<file path="src/rtl/pcpi_cmd_initiator.sv">
`default_nettype none
// ============================================================================
// Module      : pcpi_cmd_initiator
// Description : Core-side PCPI initiator. Takes one command on a valid/ready
//               port, presents it on PCPI, waits for pcpi_ready or a timeout,
//               then returns rd/wr/err on a valid/ready response port.
//               Optional macro PCPI_INIT_LATENCY_EN adds the rsp_cycles output.
// Revision    : 1.0 - initial release
// ============================================================================
module pcpi_cmd_initiator #(
    parameter int TIMEOUT = 16,
    parameter int CNT_W   = 8
) (
    input  logic              clk,
    input  logic              resetn,
    input  logic              cmd_valid,
    output logic              cmd_ready,
    input  logic [31:0]       cmd_insn,
    input  logic [31:0]       cmd_rs1,
    input  logic [31:0]       cmd_rs2,
    output logic              pcpi_valid,
    output logic [31:0]       pcpi_insn,
    output logic [31:0]       pcpi_rs1,
    output logic [31:0]       pcpi_rs2,
    input  logic              pcpi_wr,
    input  logic [31:0]       pcpi_rd,
    input  logic              pcpi_wait,
    input  logic              pcpi_ready,
    output logic              rsp_valid,
    input  logic              rsp_ready,
    output logic [31:0]       rsp_rd,
    output logic              rsp_wr,
    output logic              rsp_err
`ifdef PCPI_INIT_LATENCY_EN
    ,
    output logic [CNT_W-1:0]  rsp_cycles
`endif
);

    typedef enum logic [1:0] {
        S_IDLE  = 2'd0,
        S_ISSUE = 2'd1,
        S_RESP  = 2'd2,
        S_GAP   = 2'd3
    } state_t;

    localparam logic [CNT_W-1:0] c_to_last = CNT_W'(TIMEOUT - 1);

    state_t           r_state;
    logic [CNT_W-1:0] r_cnt;
    logic             w_accept;
    logic             w_timeout;
    logic             w_issue_done;

    assign cmd_ready    = (r_state == S_IDLE);
    assign w_accept     = cmd_ready && cmd_valid;
    // Ready takes priority over a timeout landing in the same cycle.
    assign w_timeout    = (r_state == S_ISSUE) && !pcpi_ready && !pcpi_wait
                          && (r_cnt == c_to_last);
    assign w_issue_done = (r_state == S_ISSUE) && (pcpi_ready || w_timeout);

    always_ff @(posedge clk or negedge resetn) begin
        if (!resetn) begin
            r_state    <= S_IDLE;
            r_cnt      <= '0;
            pcpi_valid <= 1'b0;
            pcpi_insn  <= '0;
            pcpi_rs1   <= '0;
            pcpi_rs2   <= '0;
            rsp_valid  <= 1'b0;
            rsp_rd     <= '0;
            rsp_wr     <= 1'b0;
            rsp_err    <= 1'b0;
        end else begin
            case (r_state)
                S_IDLE: begin
                    if (cmd_valid) begin
                        pcpi_insn  <= cmd_insn;
                        pcpi_rs1   <= cmd_rs1;
                        pcpi_rs2   <= cmd_rs2;
                        pcpi_valid <= 1'b1;
                        r_cnt      <= '0;
                        r_state    <= S_ISSUE;
                    end
                end
                S_ISSUE: begin
                    if (pcpi_ready) begin
                        rsp_rd     <= pcpi_wr ? pcpi_rd : 32'd0;
                        rsp_wr     <= pcpi_wr;
                        rsp_err    <= 1'b0;
                        rsp_valid  <= 1'b1;
                        pcpi_valid <= 1'b0;
                        r_state    <= S_RESP;
                    end else if (w_timeout) begin
                        rsp_rd     <= '0;
                        rsp_wr     <= 1'b0;
                        rsp_err    <= 1'b1;
                        rsp_valid  <= 1'b1;
                        pcpi_valid <= 1'b0;
                        r_state    <= S_RESP;
                    end else if (!pcpi_wait) begin
                        r_cnt <= r_cnt + 1'b1;
                    end
                end
                S_RESP: begin
                    if (rsp_ready) begin
                        rsp_valid <= 1'b0;
                        r_state   <= S_GAP;
                    end
                end
                // Swallows the late duplicate ready of a registered responder.
                S_GAP: begin
                    r_state <= S_IDLE;
                end
                default: begin
                    r_state <= S_IDLE;
                end
            endcase
        end
    end

`ifdef PCPI_INIT_LATENCY_EN
    logic [CNT_W-1:0] r_lat;
    logic [CNT_W-1:0] w_lat_inc;

    assign w_lat_inc = (r_lat == {CNT_W{1'b1}}) ? r_lat : r_lat + 1'b1;

    always_ff @(posedge clk or negedge resetn) begin
        if (!resetn) begin
            r_lat      <= '0;
            rsp_cycles <= '0;
        end else if (w_accept) begin
            r_lat <= '0;
        end else if (r_state == S_ISSUE) begin
            r_lat <= w_lat_inc;
            if (w_issue_done) begin
                rsp_cycles <= w_lat_inc;
            end
        end
    end
`endif

endmodule
`default_nettype wire

</file>
<file path="config.mk">
export PLATFORM = sky130hd
export DESIGN_NAME = pcpi_cmd_initiator
export DESIGN_NICKNAME = d
export VERILOG_FILES = /design/src/rtl/pcpi_cmd_initiator.sv
export SDC_FILE = /design/constraint.sdc
export NUM_CORES = 1
export LEC_CHECK = 0
export ABC_AREA = 1
export CELL_PAD_IN_SITES_DETAIL_PLACEMENT = 1
export CELL_PAD_IN_SITES_GLOBAL_PLACEMENT = 1
export CORE_ASPECT_RATIO = 0.75
export CORE_MARGIN = 8
export CORE_UTILIZATION = 54
export CTS_BUF_LIST = sky130_fd_sc_hd__clkbuf_4
export CTS_CLUSTER_DIAMETER = 60
export DETAILED_ROUTE_END_ITERATION = 7
export DONT_BUFFER_PORTS = 1
export MAX_ROUTING_LAYER = met4
export PLACE_DENSITY = 0.92
export SKIP_CTS_REPAIR_TIMING = 1
export SYNTH_ARGS = -nofsm -noshare
export SYNTH_HDL_FRONTEND = slang
export SYNTH_SLANG_ARGS = --single-unit
</file>
<file path="constraint.sdc">
create_clock -name clk -period 3.09 [get_ports clk]
set_clock_uncertainty 0.1 [all_clocks]
set_input_delay 0.927 -clock clk [delete_from_list [all_inputs] [get_ports clk]]
set_output_delay 0.927 -clock clk [all_outputs]
set_load 0.01 [all_outputs]
</file>
==> results of run 1 <==
[flip-flops by register name (all words and copies together) (netlist names)]
register,cells
rsp_valid,1
r_cnt,8
pcpi_insn,32
r_state,2
pcpi_rs2,32
pcpi_valid,1
rsp_rd,32
rsp_err,1
rsp_wr,1
pcpi_rs1,32
[Yosys cell counts, drive strengths merged]
library cell  number  area, sq um
buf               19          160
clkbuf             3         11.3
dfrtp            142         3550
ha                 4         50.1
inv               43          161
mux2              96         1230
nand2             38          158
nand3             44          245
nand3b             1         7.51
nand4              2         12.5
nor2               9         36.3
o21ai             43          219
o21bai             1         7.51
or2                2         12.5
xor2               3         26.3
[cell usage in the layout (no fill, tap or decap), types with 2 or more instances in the layout]
| master | count |
|---|---|
| dfrtp_1 | 142 |
| mux2_2 | 56 |
| inv_1 | 43 |
| mux2_4 | 40 |
| nand3_1 | 39 |
| nand2_1 | 34 |
| o21ai_1 | 34 |
| clkbuf_4 | 17 |
| nor2_1 | 8 |
| o21ai_0 | 8 |
| clkinv_4 | 6 |
| nand3_2 | 5 |
| ha_1 | 4 |
| inv_6 | 4 |
| buf_4 | 4 |
| xor2_1 | 3 |
| clkinv_1 | 3 |
| nand2_4 | 2 |
| nand2_2 | 2 |
| or2_2 | 2 |
| nand4_1 | 2 |
[power by group through the flow]
stage	Clock, mW	Combinational [mW]	Sequential (mW)
floorplan	0	1.63	3.65
global placement	0	1.71	3.97
detailed placement	0	1.87	4.05
CTS	1.15	1.88	4.02
global route	1.22	2.06	4.10
finish	1.11	1.85	3.98
[metrics by stage]
| step | area, sq um | total power [mW] | std cells | setup slack (ps) | hold WS, ps |
|---|---|---|---|---|---|
| floorplan | 5890 | 5.28 | 450 | 1250 | 366 |
| global placement | 5950 | 5.67 | 573 | 886 | 391 |
| detailed placement | 5950 | 5.92 | 573 | 784 | 429 |
| CTS | 6210 | 7.04 | 605 | 604 | -81.9 |
| global route | 6210 | 7.38 | 605 | 556 | -107 |
| finish | 6210 | 6.95 | 605 | 682 | -26.4 |
[final timing paths]
| path | slack [ps] | cells after the start | endpoint |
|---|---|---|---|
| worst min register to register | 450 | 2 | r_state[0] |
| max in group asynchronous | 2640 | 0 | pcpi_rs2[13] |
| worst min-delay path | -30 | 0 | rsp_rd[5] |
| min in group clk | 410 | 2 | rsp_rd[10] |
| worst max-delay path | 680 | 2 | cmd_ready |
| worst max register to register | 830 | 8 | rsp_rd[13] |
[layout make-up]
type | count | area share (%)
Sequential cell | 142 | 57.2
Multi-Input combinational cell | 243 | 32.4
Tap cell | 140 | 2.82
Inverter | 43 | 2.60
Clock inverter | 15 | 2.19
Clock buffer | 17 | 2.05
Timing Repair Buffer | 5 | 0.805
[kinds of logic (layout without fill, tap and decap cells)]
| family | count (synthesis) | count (layout) | synth area share (%) |
|---|---|---|---|
| simple gates | 96 | 96 | 8.01 |
| fa+ha+maj | 4 | 4 | 0.849 |
| flops | 142 | 142 | 60.3 |
| mux | 96 | 96 | 20.9 |
| compound gates | 44 | 44 | 3.84 |
| buf+inv | 65 | 80 | 5.65 |
| xor+xnor | 3 | 3 | 0.446 |
[critical path: stages, from the launching register on]
cell and delay (ps):
dfrtp_1 430, inv_1 100, ha_1 340
[layer usage]
layer	up-vias	share of wire [%]	GRT usage (%)	routed length, um
li1	1507	-	-	-
met1	1739	36	24.0	5640
met2	181	50	36.0	7910
met3	10	14	12.1	2180
met4	0	0.56	5.08	89
met5	-	0	-	0
==> metrics.txt, run 1 <==
# TYPE chip_impl_metric gauge
chip_impl_metric{name="combinational_group_share_of_total_power",unit="%"} 26.7
chip_impl_metric{name="antenna_cells_inserted",unit=""} 0
chip_impl_metric{name="grt_first_pass_wirelength",unit="um"} 23800
chip_impl_metric{name="p_int",unit="mW"} 4.22
chip_impl_info{name="worstSetupEndpointType",value="primary output"} 1
chip_impl_metric{name="postRouteAntennaNets",unit=""} 0
chip_impl_info{name="unrepaired_setup_endpoints_after_global_routing",value="false"} 1
chip_impl_metric{name="reported_leakage_power",unit="nW"} 3.02
chip_impl_metric{name="finalHoldWorstSlack",unit="ps"} -26.4
chip_impl_metric{name="timing.critical_path.required",unit="ps"} 2060
chip_impl_metric{name="seqCellArea",unit="sq um"} 3550
chip_impl_info{name="worst_hold_path_type",value="in -> async"} 1
chip_impl_metric{name="area.growth.synth_to_final",unit="%"} 5.48
chip_impl_metric{name="grt_max_degree",unit=""} 143
chip_impl_metric{name="dr_drc_count",unit=""} 0
chip_impl_metric{name="yosys_register_bits",unit=""} 142
chip_impl_metric{name="post_drt_via_cell_ratio",unit=""} 5.68
chip_impl_info{name="outcome",value="finished, violations left"} 1
chip_impl_metric{name="layout.core_utilization",unit="%"} 57.7
chip_impl_metric{name="setup_viol_count_final",unit=""} 0
chip_impl_info{name="violations_in_the_final_reports",value="hold timing"} 1
chip_impl_metric{name="worstSkewPairLatency",unit="ps"} 510
chip_impl_metric{name="ys_warn_count",unit=""} 0
chip_impl_metric{name="clock_transition_at_the_registers_of_the_reported_paths",unit="ps"} 140
chip_impl_metric{name="ys_types",unit=""} 24
chip_impl_metric{name="critPathMaxFanout",unit=""} 5
chip_impl_metric{name="die_y",unit="um"} 106
chip_impl_info{name="clockRootBuffer",value="clkbuf_4"} 1
chip_impl_metric{name="final-hold-violation-count",unit=""} 16
chip_impl_metric{name="initial_cell_density_of_the_core",unit="%"} 54.7
chip_impl_metric{name="row_count",unit=""} 33
chip_impl_metric{name="netlist_area",unit="sq um"} 5890
chip_impl_info{name="start_kind",value="register"} 1
chip_impl_metric{name="antenna_violations_before_repair",unit=""} 0
chip_impl_metric{name="layout-drive-gt1-share",unit="%"} 30.8
chip_impl_metric{name="worst_margin_slew",unit="ps"} 557
chip_impl_metric{name="max_freq",unit="GHz"} 0.415
chip_impl_metric{name="drt_iter0_markers",unit=""} 144
chip_impl_metric{name="drt-wirelength-per-cell",unit="um"} 26.2
chip_impl_metric{name="portBuffers",unit=""} 0
chip_impl_metric{name="synth_cells",unit=""} 450
chip_impl_metric{name="seqPwrFrac",unit="%"} 57.3
chip_impl_metric{name="first_pass_iters",unit=""} 4
chip_impl_info{name="timing.critical_path.from",value="r_state[1]"} 1
chip_impl_metric{name="fp.dieArea",unit="sq um"} 14500
chip_impl_metric{name="totalNegativeSetupSlack",unit="ps"} 0
chip_impl_metric{name="clkSinkCount",unit=""} 142
chip_impl_metric{name="core_area",unit="sq um"} 10800
chip_impl_metric{name="io_pins",unit=""} 268
chip_impl_metric{name="synth.avg_cell_area",unit="sq um"} 13.1
chip_impl_metric{name="fin_crit_sh",unit="%"} 77.9
chip_impl_info{name="worstSetupPathType",value="reg -> out"} 1
chip_impl_info{name="cts_tree",value="done"} 1
chip_impl_metric{name="switching_power",unit="mW"} 2.72
chip_impl_metric{name="htreeDepth",unit=""} 4
chip_impl_metric{name="routed_wirelength",unit="um"} 15800
chip_impl_metric{name="yosysSeqAreaShare",unit="%"} 60.3
chip_impl_metric{name="maxCapViolations",unit=""} 0
chip_impl_metric{name="die_w",unit="um"} 137
chip_impl_metric{name="numCtsBuffers",unit=""} 17
chip_impl_metric{name="filler_cell_count",unit=""} 1069
chip_impl_metric{name="globalplace.congestion",unit=""} 0.752
chip_impl_metric{name="maximum_clock_insertion_buffer_count",unit=""} 2
chip_impl_metric{name="routed_vias",unit=""} 3437
chip_impl_metric{name="vdd.ir_drop.worst",unit="uV"} 524
chip_impl_metric{name="power-per-cell-area",unit="nW/um^2"} 1120
chip_impl_metric{name="grtUsageTotal",unit="%"} 22.4
chip_impl_metric{name="power.clock.fraction",unit="%"} 16.0
chip_impl_metric{name="timing.final.crit_period",unit="ps"} 2410
chip_impl_metric{name="crit_arrival",unit="ps"} 1380
chip_impl_metric{name="multi_input_comb_area",unit="sq um"} 2010
chip_impl_metric{name="grt.overflow.total",unit=""} 0
chip_impl_metric{name="dp.final_hpwl",unit="um"} 12100
chip_impl_metric{name="switching_share",unit="%"} 39.2
chip_impl_info{name="worst_r2r_startpoint",value="r_state[1]"} 1
chip_impl_metric{name="final_net_count",unit=""} 591
chip_impl_metric{name="synthesized_nets",unit=""} 589
chip_impl_metric{name="timing_max_transition_violations_final",unit=""} 0
chip_impl_metric{name="maxSlewHeadroom",unit="%"} 62.7
chip_impl_metric{name="grt_pass1_vias",unit=""} 3849
Power figures use the tool's default switching activity.
==> run 2: changes to the inputs <==
Settings changed: CORE_UTILIZATION 54 to 50, PLACE_DENSITY 0.92 to 0.86.
Clock period 3.09 ns to 2.4 ns, I/O delays scaled along.
==> run 2 against run 1 <==
Effect of this change:
- the flow still finishes with violations (hold timing)
- power grew 31%
- utilization shrank 2.9 points
- cell area grew 1.6%
- critical path type unchanged
- cell count grew 4.0%
- count of clock-buffer cells in the layout is the same
- sequential power grew 27%
==> metrics.txt, run 2 (same netlist as run 1, synthesis figures left out) <==
# TYPE chip_impl_metric gauge
chip_impl_info{name="unrepaired_setup_endpoints_after_global_routing",value="false"} 1
chip_impl_metric{name="maxCapViolations",unit=""} 0
chip_impl_info{name="cts_tree",value="done"} 1
chip_impl_metric{name="total_power",unit="mW"} 9.08
chip_impl_metric{name="totalNegativeSetupSlack",unit="ps"} 0
chip_impl_metric{name="dr_drc_count",unit=""} 0
chip_impl_metric{name="placement.cell_area",unit="sq um"} 6000
chip_impl_metric{name="die_y",unit="um"} 110
chip_impl_metric{name="io_pins",unit=""} 268
chip_impl_metric{name="grt_met1_usage",unit="%"} 21.1
chip_impl_metric{name="post_drt_via_cell_ratio",unit=""} 5.44
chip_impl_metric{name="drt_iter0_markers",unit=""} 156
chip_impl_metric{name="worstSkewPairLatency",unit="ps"} 510
chip_impl_metric{name="maximum_clock_insertion_buffer_count",unit=""} 2
chip_impl_metric{name="vdd.ir_drop.worst",unit="uV"} 612
chip_impl_metric{name="drt-wirelength-per-cell",unit="um"} 24.1
chip_impl_info{name="layout.cells.most_common",value="dfrtp_1"} 1
chip_impl_metric{name="groute.layer.met2.usage",unit="%"} 33.2
chip_impl_info{name="start_kind",value="register"} 1
chip_impl_metric{name="globalplace.congestion",unit=""} 0.817
chip_impl_metric{name="routed_vias",unit=""} 3419
chip_impl_metric{name="placed_cells_incl_taps",unit=""} 596
chip_impl_metric{name="critPathMaxFanout",unit=""} 5
chip_impl_metric{name="antenna_violations_before_repair",unit=""} 1
chip_impl_metric{name="final_net_count",unit=""} 592
chip_impl_metric{name="clock_transition_at_the_registers_of_the_reported_paths",unit="ps"} 130
chip_impl_metric{name="timing.critical_path.required",unit="ps"} 1580
chip_impl_info{name="crit_chain",value="inv_1 -> ha_1"} 1
chip_impl_metric{name="row_count",unit=""} 34
chip_impl_info{name="grt_busiest_layer",value="met2"} 1
chip_impl_metric{name="dp_worst_setup_slack",unit="ps"} 437
chip_impl_metric{name="initial_cell_density_of_the_core",unit="%"} 51.1
chip_impl_metric{name="filler_cell_count",unit=""} 1172
chip_impl_metric{name="crit_arrival",unit="ps"} 1400
chip_impl_metric{name="portBuffers",unit=""} 0
chip_impl_info{name="outcome",value="finished, violations left"} 1
chip_impl_metric{name="timing.final.crit_period",unit="ps"} 2220
chip_impl_metric{name="grt_pass1_vias",unit=""} 3841
chip_impl_metric{name="core_area",unit="sq um"} 11500
chip_impl_info{name="critPathSlowestCell",value="dfrtp_1"} 1
chip_impl_metric{name="htreeDepth",unit=""} 4
chip_impl_metric{name="met3_usage_grt",unit="%"} 10.2
chip_impl_metric{name="dp.final_hpwl",unit="um"} 11400
chip_impl_info{name="clockRootBuffer",value="clkbuf_4"} 1
chip_impl_metric{name="final-hold-violation-count",unit=""} 142
chip_impl_info{name="worstSetupPathType",value="reg -> out"} 1
chip_impl_metric{name="postRouteAntennaNets",unit=""} 0
chip_impl_metric{name="fin_crit_sh",unit="%"} 92.5
chip_impl_metric{name="setup_ws",unit="ps"} 180
chip_impl_metric{name="grt.overflow.total",unit=""} 0
chip_impl_metric{name="final-instance-count-excl-fill",unit=""} 629
chip_impl_metric{name="numCtsBuffers",unit=""} 17
chip_impl_info{name="worst_hold_path_type",value="in -> async"} 1
chip_impl_metric{name="max_freq",unit="GHz"} 0.450
chip_impl_metric{name="first_pass_iters",unit=""} 4
chip_impl_metric{name="worst_margin_slew",unit="ps"} 391
chip_impl_metric{name="maxSlewHeadroom",unit="%"} 73.9
chip_impl_info{name="top_library_cells_by_usage_in_the_layout_fill_and_taps_aside",value="dfrtp_1 (142), mux2_2 (56), inv_1 (43)"} 1
chip_impl_metric{name="layout.core_utilization",unit="%"} 54.8
chip_impl_metric{name="area.growth.synth_to_final",unit="%"} 7.18
chip_impl_metric{name="grtUsageTotal",unit="%"} 20.1
chip_impl_metric{name="routed_wirelength",unit="um"} 15200
chip_impl_info{name="violations_in_the_final_reports",value="hold timing"} 1
chip_impl_metric{name="critical-path-max-stage-delay",unit="ps"} 420
chip_impl_info{name="worstSetupEndpointType",value="primary output"} 1
chip_impl_metric{name="grt_max_degree",unit=""} 143
chip_impl_metric{name="power-per-cell-area",unit="nW/um^2"} 1440
chip_impl_metric{name="die_w",unit="um"} 141
chip_impl_metric{name="layout-drive-gt1-share",unit="%"} 31.1
chip_impl_metric{name="setup_viol_count_final",unit=""} 0
chip_impl_metric{name="clkSinkCount",unit=""} 142
chip_impl_metric{name="timing_max_transition_violations_final",unit=""} 0
chip_impl_metric{name="reported_leakage_power",unit="nW"} 3.06
chip_impl_metric{name="fp.dieArea",unit="sq um"} 15500
chip_impl_metric{name="finalHoldWorstSlack",unit="ps"} -208
chip_impl_metric{name="grt_first_pass_wirelength",unit="um"} 22900
chip_impl_metric{name="design_area",unit="sq um"} 6310
run 2: cell count changes in the layout (fill, tap and decap cells not counted):
cell	previous run	this run
clkinv_1	3	2
diode_2	0	1
buf_12	1	2
inv_6	4	3
bufinv_16	1	3
inv_8	0	1
clkinv_4	6	5
run 2: layout make-up:
type	instances	area, sq um	area share [%]
diodes	1	2.50	0.0396
clock buffers	17	128	2.02
clock inverters	15	186	2.95
inverters	43	161	2.56
multi-input cells	243	2010	31.8
flip-flops and latches	142	3550	56.3
well taps	162	203	3.21
repair buffers	6	70.1	1.11
run 2: report_power, final:
group | total (mW) | switching, mW | internal (mW)
logic | 2.37 | 0.982 | 1.39
clock network | 1.64 | 0.897 | 0.740
registers | 5.07 | 1.52 | 3.54
run 2: critical path, delay by kind of cell, from the launching register on:
| family | cells | cell delay [ps] |
|---|---|---|
| adders and majority gates | 1 | 370 |
| buffers and inverters | 1 | 90 |
| DFF | 1 | 420 |
run 2: path summary, 6_finish.rpt:
check	startpoint	endpoint	slack (ps)	cells past startpoint
max in group asynchronous	resetn	r_cnt[2]	2130	0
setup / recovery	r_state[1]	cmd_ready	180	2
min in group clk	pcpi_rd[4]	rsp_rd[4]	230	2
setup reg to reg	r_state[1]	rsp_rd[2]	410	6
hold reg to reg	r_state[0]	r_state[0]	430	2
hold / removal	resetn	rsp_rd[5]	-210	0
run 2: metal layers:
metal  routed length (um)  up-vias  part of all wire [%]
li1                     -     1524                     -
met5                    0        -                     0
met4                  112        0                  0.74
met2                 7740      168                    51
met3                 1890       11                    12
met1                 5440     1716                    36
